## src/rtl/bxu_pkg.sv

```systemverilog
// Shared definitions for the UART code loader: FSM encoding, sync byte
// and frame field widths.
package bxu_pkg;

  localparam logic [7:0] SYNC_BYTE     = 8'hA5;
  localparam int         BYTE_BITWIDTH = 8;
  localparam int         LEN_BITWIDTH  = 16;

  typedef enum logic [2:0] {
    IDLE   = 3'd0,
    LEN_H  = 3'd1,
    LEN_L  = 3'd2,
    DATA_L = 3'd3,
    DATA_H = 3'd4,
    CSUM   = 3'd5,
    RUN    = 3'd6,
    ERR    = 3'd7
  } loader_state_t;

  // Running frame checksum is a plain XOR over the payload bytes
  function automatic logic [BYTE_BITWIDTH-1:0] csum_next(
    input logic [BYTE_BITWIDTH-1:0] csum,
    input logic [BYTE_BITWIDTH-1:0] data
  );
    return csum ^ data;
  endfunction

endpackage

```

## src/rtl/byte_handshake.sv

```systemverilog
// Byte handshake toward the UART receiver: accepts one byte per in_ready
// assertion, pulses in_done for one cycle and then holds off for one more
// cycle so a receiver that is slow to drop in_ready is not read twice.
module byte_handshake
  import bxu_pkg::*;
(
  input  logic                     clk,
  input  logic                     rst,
  input  logic                     in_ready,
  input  logic [BYTE_BITWIDTH-1:0] in_data,
  output logic                     in_done,
  output logic                     accept,
  output logic [BYTE_BITWIDTH-1:0] rx_byte
);

  logic done_q;
  logic holdoff_q;

  // Capture the byte and raise the done/accept pulse, skipping the cycle of
  // the pulse and the cycle right after it
  always_ff @(posedge clk or posedge rst) begin
    if (rst) begin
      done_q    <= 1'b0;
      holdoff_q <= 1'b0;
      rx_byte   <= '0;
    end else begin
      holdoff_q <= done_q;
      done_q    <= 1'b0;
      if (in_ready && !done_q && !holdoff_q) begin
        done_q  <= 1'b1;
        rx_byte <= in_data;
      end
    end
  end

  assign in_done = done_q;
  assign accept  = done_q;

endmodule

```

## src/rtl/uart_code_loader.sv

```systemverilog
// UART code loader: parses A5 / LEN_H / LEN_L / N words (low byte first) /
// CSUM frames, writes each word into program memory and releases the
// execution unit (run=1) once the checksum matches.
module uart_code_loader
  import bxu_pkg::*;
#(
  parameter int CODE_BITWIDTH = 16,
  parameter int ADDR_BITWIDTH = 16,
  parameter int DEPTH         = 256
) (
  input  logic                     clk,
  input  logic                     rst,
  input  logic [7:0]               in_data,
  input  logic                     in_ready,
  output logic                     in_done,
  output logic [ADDR_BITWIDTH-1:0] mem_addr,
  output logic [CODE_BITWIDTH-1:0] mem_data,
  output logic                     mem_wr,
  output logic                     run,
  output logic                     err
);

  localparam logic [LEN_BITWIDTH-1:0] DEPTH_LEN = LEN_BITWIDTH'(DEPTH);

  logic                     accept;
  logic [BYTE_BITWIDTH-1:0] rx_byte;
  loader_state_t            state;
  logic [BYTE_BITWIDTH-1:0] csum;
  logic [BYTE_BITWIDTH-1:0] low_byte;
  logic [BYTE_BITWIDTH-1:0] len_h;
  logic [LEN_BITWIDTH-1:0]  word_count;
  logic [LEN_BITWIDTH-1:0]  word_idx;
  logic [LEN_BITWIDTH-1:0]  len_full;

  byte_handshake u_handshake (
    .clk      (clk),
    .rst      (rst),
    .in_ready (in_ready),
    .in_data  (in_data),
    .in_done  (in_done),
    .accept   (accept),
    .rx_byte  (rx_byte)
  );

  assign len_full = {len_h, rx_byte};

  // Frame parser: one state step per accepted byte; ERR is left on its own
  // after a single cycle
  always_ff @(posedge clk or posedge rst) begin
    if (rst) begin
      state      <= IDLE;
      csum       <= '0;
      low_byte   <= '0;
      len_h      <= '0;
      word_count <= '0;
      word_idx   <= '0;
      mem_addr   <= '0;
      mem_data   <= '0;
      mem_wr     <= 1'b0;
      run        <= 1'b0;
      err        <= 1'b0;
    end else begin
      mem_wr <= 1'b0;
      case (state)
        IDLE: begin
          if (accept && rx_byte == SYNC_BYTE) begin
            state <= LEN_H;
            err   <= 1'b0;
            csum  <= '0;
          end
        end
        LEN_H: begin
          if (accept) begin
            len_h <= rx_byte;
            state <= LEN_L;
          end
        end
        LEN_L: begin
          if (accept) begin
            word_count <= len_full;
            word_idx   <= '0;
            if (len_full == '0)
              state <= CSUM;
            else if (len_full > DEPTH_LEN)
              state <= ERR;
            else
              state <= DATA_L;
          end
        end
        DATA_L: begin
          if (accept) begin
            low_byte <= rx_byte;
            csum     <= csum_next(csum, rx_byte);
            state    <= DATA_H;
          end
        end
        DATA_H: begin
          if (accept) begin
            mem_addr <= ADDR_BITWIDTH'(word_idx);
            mem_data <= CODE_BITWIDTH'({rx_byte, low_byte});
            mem_wr   <= 1'b1;
            csum     <= csum_next(csum, rx_byte);
            word_idx <= word_idx + 1'b1;
            if (word_idx == word_count - 1'b1)
              state <= CSUM;
            else
              state <= DATA_L;
          end
        end
        CSUM: begin
          if (accept) begin
            if (rx_byte == csum) begin
              state <= RUN;
              run   <= 1'b1;
            end else begin
              state <= ERR;
            end
          end
        end
        RUN: begin
          if (accept && rx_byte == SYNC_BYTE) begin
            state <= LEN_H;
            run   <= 1'b0;
            csum  <= '0;
          end
        end
        ERR: begin
          err   <= 1'b1;
          state <= IDLE;
        end
        default: state <= IDLE;
      endcase
    end
  end

endmodule

```

## config.mk

```make
export PLATFORM = sky130hd
export DESIGN_NAME = uart_code_loader
export DESIGN_NICKNAME = d
export VERILOG_FILES = /design/src/rtl/bxu_pkg.sv /design/src/rtl/byte_handshake.sv /design/src/rtl/uart_code_loader.sv
export SDC_FILE = /design/constraint.sdc
export NUM_CORES = 1
export LEC_CHECK = 0
export ABC_CLOCK_PERIOD_IN_PS = 3800
export CORE_MARGIN = 3
export CORE_UTILIZATION = 40
export CTS_BUF_LIST = sky130_fd_sc_hd__clkbuf_8
export CTS_CLUSTER_DIAMETER = 150
export CTS_CLUSTER_SIZE = 8
export DETAILED_ROUTE_END_ITERATION = 8
export PLACE_DENSITY = 0.63
export SKIP_CTS_REPAIR_TIMING = 1
export SYNTH_ARGS = -nofsm -noshare
export SYNTH_HDL_FRONTEND = slang
export SYNTH_SLANG_ARGS = --single-unit
export TNS_END_PERCENT = 5
```

## constraint.sdc

```tcl
create_clock -name clk -period 3.8 [get_ports clk]
set_input_delay 0.76 -clock clk [delete_from_list [all_inputs] [get_ports clk]]
set_output_delay 0.76 -clock clk [all_outputs]
set_load 0.005 [all_outputs]
```

After elaboration in Yosys (flattened, before gate mapping)
Index checks and enable logic that the tools add are counted.
{"block": "totals", "elab_cells": 85, "input_bits": 11, "regBits": 104, "out_inout_bits": 36}
{"block": "op_classes", "eq_ne": 20, "bitwise_logic": 1, "n_reduce_logical": 22, "muxes": 25, "add_sub_neg": 2, "magnitude_cmp": 1}
{"op": "$mux 16", "n": 2}
{"op": "$pmux 16 s2", "n": 1}
{"op": "$mux 3", "n": 9}
{"op": "$pmux 3 s7", "n": 1}
{"op": "$add 16x1->16 const B", "n": 1}
{"op": "$eq 16x16->1", "n": 1}
{"op": "$gt 16x9->1 const B", "n": 1}
{"op": "$logic_not 16->1", "n": 1}
{"op": "$mux 8", "n": 2}
{"op": "$pmux 8 s2", "n": 1}
{"op": "$sub 16x1->16 const B", "n": 1}
{"op": "$ne 2x1->1 const B", "n": 7}
{"op": "$eq 3x3->1 const B", "n": 4}
{"op": "$reduce_and 2->1", "n": 5}
{"op": "$eq 8x8->1", "n": 1}
{"op": "$eq 8x8->1 const B", "n": 1}
{"op": "$reduce_bool 2->1", "n": 4}
{"op": "$xor 8x8->8", "n": 1}
{"op": "$mux 1", "n": 7}
{"op": "$eq 3x2->1 const B", "n": 2}
{"op": "$ne 2x2->1 const B", "n": 3}
{"op": "$reduce_and 3->1", "n": 2}
{"op": "$reduce_and 6->1", "n": 1}
{"op": "$pmux 1 s2", "n": 2}
{"op": "6 further kinds", "n": 10}

Depth between registers and ports, before layout
Gate-level depths: netlist (run 1).
{"block": "logic_depth", "word_depth": 5, "mapped_depth": 9, "depth_no_buf": 9}

Modules after synthesis
A second synthesis (run 1) with hierarchy kept.
{"block": "hier_totals", "hier_cells": 508, "hier_area_um2": 5068.6}
{"mod": "uart_code_loader", "seq_area_each_um2": 2352.3, "area_per_inst_um2": 4663.2, "cells_per_inst": 486, "n_inst": 1}
{"mod": "byte_handshake", "seq_area_each_um2": 250.2, "area_per_inst_um2": 405.4, "cells_per_inst": 22, "n_inst": 1}

Worst setup path after synthesis (run 1)
OpenSTA, ideal clock, no wires.
{"block": "synth_timing", "path_kind": "reg2reg", "from": "reg word_count[0]", "to": "reg state[1]", "stages_incl_launch_ff": 9, "path_slack_ns": 1.513, "arrival_ns": 2.167, "setup_time_ns": 0.120, "t_required_ns": 3.680, "path_buffers": 0, "synth_period_minus_slack_ns": 2.287, "path_cell_list": "dfrtp_1 > inv_1 > ha_1 > nor3b_2 > or3b_2 > xnor2_1 > nor4_1 > nand4_1 > a31o_1"}
{"block": "synth_between", "elab_chain_cells": 5}
{"element": "from (decl)", "line_no": "uart_code_loader.sv:31", "rtl": "logic [LEN_BITWIDTH-1:0] word_count;"}
{"element": "from (signal assigned)", "line_no": "uart_code_loader.sv:80", "rtl": "word_count <= len_full;"}
{"element": "$sub 16x1->16", "line_no": "uart_code_loader.sv:104", "rtl": "if (word_idx == word_count - 1'b1)"}
{"element": "$eq 16x16->1", "line_no": "uart_code_loader.sv:104"}
{"element": "$mux 3", "line_no": "uart_code_loader.sv:104"}
{"element": "$mux 3", "line_no": "uart_code_loader.sv:98", "rtl": "if (accept) begin"}
{"element": "$pmux 3 s7", "line_no": "uart_code_loader.sv:64", "rtl": "case (state)"}
{"element": "to (signal assigned)", "line_no": "uart_code_loader.sv:67", "rtl": "state <= LEN_H;"}
{"element": "to (signal assigned)", "line_no": "uart_code_loader.sv:105", "rtl": "state <= CSUM;"}
{"element": "to (signal assigned)", "line_no": "uart_code_loader.sv:107", "rtl": "state <= DATA_L;"}
{"element": "to (decl)", "line_no": "uart_code_loader.sv:27", "rtl": "loader_state_t state;"}
No other way between the ends. The select of a mux whose other input is x is not followed.
A chain may end at the register's enable or synchronous reset.

Worst setup path in the final report (run 1)
{"block": "layout_timing", "from": "reg u_handshake.done_q (netlist: u_handshake.accept)", "to": "reg word_idx[15]"}
{"block": "layout_between", "elab_chain_cells": 2, "word_cells_on_any_way": 3, "classes_between": "eq/ne (2); reduce/logical (1)"}
{"element": "from (decl)", "line_no": "byte_handshake.sv:16", "rtl": "logic done_q;"}
{"element": "from (signal assigned)", "line_no": "byte_handshake.sv:23", "rtl": "done_q <= 1'b0;"}
{"element": "from (signal assigned)", "line_no": "byte_handshake.sv:28", "rtl": "done_q <= 1'b0;"}
{"element": "from (signal assigned)", "line_no": "byte_handshake.sv:30", "rtl": "done_q <= 1'b1;"}
{"element": "$ne 2x1->1 (no line)"}
{"element": "$reduce_and 3->1 (no line) *"}
{"element": "to (signal assigned)", "line_no": "uart_code_loader.sv:103", "rtl": "word_idx <= word_idx + 1'b1;"}
{"element": "to (decl)", "line_no": "uart_code_loader.sv:32", "rtl": "logic [LEN_BITWIDTH-1:0] word_idx;"}
Mark *: on every way between the ends. The rest lies on a longest branch, timed or not.

==> impl_metrics.yaml, run 1 <==
critical_path:
  critical-path-slowest-cell: "dfrtp_1"
  slowest_delay_ns: 0.56
  arrival_ns: 2.96
  crit_chain: "nor2b_1 > nand3_1 > clkinv_1 > buf_4 > nand3_1 > or3_1 > nor3_1 > mux2i_1"
  ff2ff_setup_slack_ns: 1.15
  path_buf_inv: 2
  startpoint_type: "register"
  r2r_end: "word_idx[15]$_DFFE_PP0P_"
  r2r_cells: 8
  crit_fanout: 27
  cp_top_family: "simple AND/OR/NAND/NOR gates"
  rr_startpoint: "u_handshake.accept$_DFF_PP0_"
  cpMostUsedCell: "nand3_1"
  end_kind: "register"
  critPathRequiredTime_ns: 4.11
  crit_type: "reg -> reg"
logic_synthesis:
  ys_seq_area_frac: 0.5188
  synth_ff_type: "dfrtp_1"
  syn_avg_cell_area_um2: 9.518
  synth_top_area_frac: 0.5188
  async_flop_share: 1.000
  post_synth_num_cell_types: 48
  synthMuxAreaShare: 0.07807
  synthCells: 527
  synth-xor-area-share: 0.05762
  synthAdderAreaFrac: 0.004989
  syn-cell-area_mm2: 0.005016
  synth-compound-area-share: 0.07184
  synth-seq-cells: 104
  synth_top_family_by_area: "simple AND/OR/NAND/NOR gates"
  synth_edf_count: 0
  yosysTopAreaCell: "dfrtp_1"
  yosys_warnings: 0
  synth_top_cells_by_area: "dfrtp_1 52%, nand2_1 11%, mux2_2 7.4%"
  synthSimpleGateAreaFrac: 0.2370
  synthesis.nets: 540
hold_path:
  hold_path_class: "reg -> reg"
  worst_hold_path.endpoint: "mem_addr[9]$_DFFE_PP0P_"
  hold_path_depth: 2
  hold_start: "mem_addr[9]$_DFFE_PP0P_"
timing:
  hold_viol: 0
  rsz0062_at_grt: "false"
  skew_ns: 0.009465
  final_max_slew_viol_count: 0
  fin_ws_ns: 1.151
  slew_headroom: 0.2115
  tightest_slew_ns: 1.174
  fin_tns_setup_ns: 0
  setup_violations: 0
  fin_crit_ns: 2.649
  period_share: 0.6971
  max_freq_ghz: 0.3775
die:
  core_mm2: 0.01211
  io-pin-count: 47
  rows: 40
  die_x_um: 118.0
  die_area_mm2: 0.01392
  die_h_um: 118.0
  start_util: 0.4142
placement:
  gp_congestion: 0.8257
  numPortBuffers: 46
  place_ws_ns: 1.148
  placed_cell_area_mm2: 0.005623
  dp_cells: 718
  dp_hpwl_um: 7546
drt:
  detail-route-antenna-nets: 0
  drc: 0
  viasPerCell: 5.109
  drtPass1Iterations: 4
  num_vias: 3750
  wl_per_cell_um: 15.04
  wirelength_um: 11040
  drtIter0Drc: 241
power:
  total_power_uw: 3754
  irDropWorstVdd_v: 0.0004520
  leakage_uw: 0.002619
  powerDensity_mw_per_mm2: 646.1
cts:
  clk_pin_slew_ns: 0.10
  clock-root-buffer: "clkbuf_8"
  clkLatencyLatePin_ns: 0.38
  cts_buffer_depth: 2
  cts_tree: "yes"
  cts_inserted_buffers: 9
  htree_levels: 3
  clkSinkCount: 104
run_status:
  status: "finished, final reports clean"
layout:
  mostFrequentLayoutCells: "147 x nand2_1, 104 x dfrtp_1, 46 x clkdlybuf4s50_1"
  syn_to_final_growth_pct: 15.84
  final_cells: 734
  antenna_cells: 0
  post_route_cells_drive_above_1_share: 0.1095
  final_area_mm2: 0.005811
  nFillCells: 1186
  nets: 574
  final_common_cell: "nand2_1"
global_route:
  grt_max_degree: 63
  first_global_vias: 3833
  grt_overflow: 0
  antenna_found_initial: 0
  track_usage: 0.1697
  grt_pass1_wl_um: 19230
job:
  drv_cap: 0
layout make-up:
class | count | area [um2] | area share
Multi-Input combinational cell | 385 | 2260 | 0.3889
Clock inverter | 6 | 50.05 | 0.008613
Sequential cell | 104 | 2603 | 0.4479
Timing Repair Buffer | 51 | 510.5 | 0.08786
Tap cell | 168 | 210.2 | 0.03618
Clock buffer | 10 | 137.6 | 0.02369
Inverter | 10 | 40.04 | 0.006891
power by group:
part / internal (uW) / switching (uW)
Sequential: 1420 / 394
Combinational: 659 / 613
Clock: 267 / 398
metrics by stage:
stage,hold slack [ns],utilization
after global routing,0.5116,0.4798
after floorplan,0.4062,-
final,0.4843,0.4798
after global placement,0.4586,0.4643
after detailed placement,0.4612,0.4643
after CTS,0.4888,0.4798
cells in the mapped netlist (all sizes together), types with 3 or more instances:
master / number
dfrtp: 104
buf: 3
nor2: 17
or4: 3
nand4: 13
nor4: 12
o31ai: 5
a21oi: 13
nor2b: 14
nand3: 9
or3: 6
nor3: 15
mux2: 33
clkbuf: 25
xor2: 17
inv: 8
and3: 3
xnor2: 16
nand2: 147
nand2b: 3
o21ai: 32
sequential cells by signal, summed over array words and instances, names as in the netlist, 3 cells and up:
register             flops
word_count              16
u_handshake.rx_byte      8
len_h                    8
state                    3
mem_addr                16
mem_data                16
low_byte                 8
csum                     8
word_idx                16
cell families (layout without fill, tap and decap cells):
logic type / Yosys count / count (layout)
multiplexers: 35 / 35
XOR/XNOR: 33 / 33
buffers and inverters: 38 / 77
flip-flops: 104 / 104
adder cells (fa/ha/maj): 2 / 2
AND/OR/NAND/NOR: 253 / 253
AO/OA/AOI/OAI: 62 / 62
worst max-delay path by stage:
stage | start | to | depth (start not counted)
CTS | u_handshake.accept$_DFF_PP0_ | word_idx[15]$_DFFE_PP0P_ | 8
global route | u_handshake.accept$_DFF_PP0_ | word_idx[15]$_DFFE_PP0P_ | 8
detailed placement | u_handshake.accept$_DFF_PP0_ | word_idx[15]$_DFFE_PP0P_ | 8
floorplan | rst | csum[0]$_DFFE_PP0P_ | 1
finish | u_handshake.accept$_DFF_PP0_ | word_idx[15]$_DFFE_PP0P_ | 8
global placement | word_count[0]$_DFFE_PP0P_ | state[1]$_DFFE_PP0P_ | 8
tightest hold or removal path, cell delays in order, from the launching register on:
cell	delay (ns)
dfrtp_1	0.35
nand2_1	0.05
nand2_1	0.05
routing by layer:
layer  GRT usage  wire [um]
met1      0.2226       5159
met2      0.2745       5166
met3     0.05142        590
met4     0.04542        121
met5           0          0
No activity file was read; power rests on OpenSTA's default activity.
==> inputs of run 2 (changes only) <==
--- a/config.mk
+++ b/config.mk
@@ -5,14 +5,14 @@
 export SDC_FILE = /design/constraint.sdc
 export NUM_CORES = 1
 export LEC_CHECK = 0
-export ABC_CLOCK_PERIOD_IN_PS = 3800
+export ABC_CLOCK_PERIOD_IN_PS = 2400
 export CORE_MARGIN = 3
 export CORE_UTILIZATION = 40
 export CTS_BUF_LIST = sky130_fd_sc_hd__clkbuf_8
 export CTS_CLUSTER_DIAMETER = 150
 export CTS_CLUSTER_SIZE = 8
 export DETAILED_ROUTE_END_ITERATION = 8
-export PLACE_DENSITY = 0.63
+export PLACE_DENSITY = 0.65
 export SKIP_CTS_REPAIR_TIMING = 1
 export SYNTH_ARGS = -nofsm -noshare
 export SYNTH_HDL_FRONTEND = slang
==> constraint.sdc (replaced) <==
create_clock -name clk -period 2.4 [get_ports clk]
set_input_delay 0.48 -clock clk [delete_from_list [all_inputs] [get_ports clk]]
set_output_delay 0.48 -clock clk [all_outputs]
set_load 0.005 [all_outputs]
==> impl_metrics.yaml, run 2 (synthesis gave the netlist of run 1 again) <==
placement:
  dp_hpwl_um: 8230
  placed_cell_area_mm2: 0.005864
  gp_congestion: 0.8514
  numPortBuffers: 46
critical_path:
  critical-path-slowest-cell: "or4_4"
  crit_fanout: 4
  crit_chain: "or4_4 > or3b_2 > xnor2_1 > nor4_2 > nand4_1 > a31o_1"
  arrival_ns: 2.59
  end_kind: "register"
  critPathRequiredTime_ns: 2.66
  crit_type: "reg -> reg"
  r2r_cells: 6
  startpoint_type: "register"
  slowest_delay_ns: 0.53
cts:
  cts_buffer_depth: 2
  htree_levels: 3
  clkSinkCount: 104
  cts_inserted_buffers: 9
  clk_pin_slew_ns: 0.09
  clock-root-buffer: "clkbuf_8"
  clkLatencyLatePin_ns: 0.37
  cts_tree: "yes"
layout:
  final_area_mm2: 0.006131
  post_route_cells_drive_above_1_share: 0.1750
  syn_to_final_growth_pct: 22.22
  mostFrequentLayoutCells: "147 x nand2_1, 102 x dfrtp_1, 46 x clkdlybuf4s50_1"
  antenna_cells: 0
  final_core_util: 0.5062
  final_common_cell: "nand2_1"
  nets: 609
die:
  start_util: 0.4142
  die_x_um: 118.0
  io-pin-count: 47
  core_mm2: 0.01211
  rows: 40
  die_area_mm2: 0.01392
  die_h_um: 118.0
timing:
  final_max_slew_viol_count: 0
  skew_ns: 0.01066
  slew_headroom: 0.6810
  period_share: 0.9689
  tightest_slew_ns: 0.4775
  setup_violations: 0
  max_freq_ghz: 0.4300
  hold_viol: 0
  fin_crit_ns: 2.325
drt:
  wl_per_cell_um: 14.98
  viasPerCell: 5.098
  wirelength_um: 11510
  drtIter0Drc: 185
  num_vias: 3915
  drc: 0
  detail-route-antenna-nets: 0
  drtPass1Iterations: 4
hold_path:
  hold_path_class: "in -> async"
global_route:
  track_usage: 0.1716
  grt_pass1_wl_um: 19620
  grt_overflow: 0
  first_global_vias: 4005
  antenna_found_initial: 0
  grt_max_degree: 40
power:
  irDropWorstVdd_v: 0.0007248
  powerDensity_mw_per_mm2: 1047
  leakage_uw: 0.002781
run_status:
  status: "finished, final reports clean"
job:
  drv_cap: 0
[run 2: cell types whose count changed in the layout (fill, tap and decap cells not counted), sizes merged]
| cell | before | now |
|---|---|---|
| inv | 13 | 8 |
| clkinvlp | 0 | 4 |
| clkbuf | 10 | 9 |
| buf | 5 | 40 |
| bufinv | 0 | 1 |
[run 2: worst max-delay path, delay by kind of cell (launching register included)]
kind,cells,cell delay (ns)
simple gates,4,1.41
flops,1,0.45
compound gates,1,0.21
xor+xnor,1,0.14
[run 2: path summary, 6_finish.rpt]
| path | start | end | slack, ns |
|---|---|---|---|
| worst max register to register | word_count[4]$_DFFE_PP0P_ | state[1]$_DFFE_PP0P_ | 0.07 |
| min in group clk | mem_addr[9]$_DFFE_PP0P_ | mem_addr[9]$_DFFE_PP0P_ | 0.48 |
| worst min-delay path | rst | state[2]$_DFFE_PP0P_ | 0.48 |
| worst max-delay path | word_count[4]$_DFFE_PP0P_ | state[1]$_DFFE_PP0P_ | 0.07 |
| worst min register to register | mem_addr[9]$_DFFE_PP0P_ | mem_addr[9]$_DFFE_PP0P_ | 0.48 |
| max in group asynchronous | rst | word_idx[6]$_DFFE_PP0P_ | 1.26 |
[run 2: cell type report]
class | count | area, um2
Tap cell | 168 | 210.2
Multi-Input combinational cell | 385 | 2303
Timing Repair Buffer | 86 | 777.0
Clock buffer | 9 | 123.9
Fill cell | 1156 | 5981
Sequential cell | 104 | 2605
Clock inverter | 6 | 70.07
Inverter | 10 | 41.29
[run 2: through the flow]
step	hold slack [ns]	total power (uW)	instances	worst slack [ns]	TNS, ns
final	0.4763	6420	768	0.07466	0
after global routing	0.5106	6915	768	-0.008993	-0.008993
after CTS	0.4823	6331	765	0.001919	0
after detailed placement	0.4614	5229	750	0.01819	0
after global placement	0.4580	5143	750	0.06399	0
after floorplan	0.4062	4261	527	0.1130	0
[run 2: layer usage]
layer	part of all wire	global-route usage	vias up
met5	0	0	-
met4	0.016	0.05201	0
met3	0.048	0.03940	13
met2	0.47	0.2864	88
met1	0.46	0.2229	1900
li1	-	-	1914
[run 2: report_power, final]
group / switching [uW] / internal (uW) / leakage [uW]
Clock: 594 / 482 / 0.0000879
Combinational: 1270 / 1360 / 0.00133
Sequential: 452 / 2260 / 0.00137
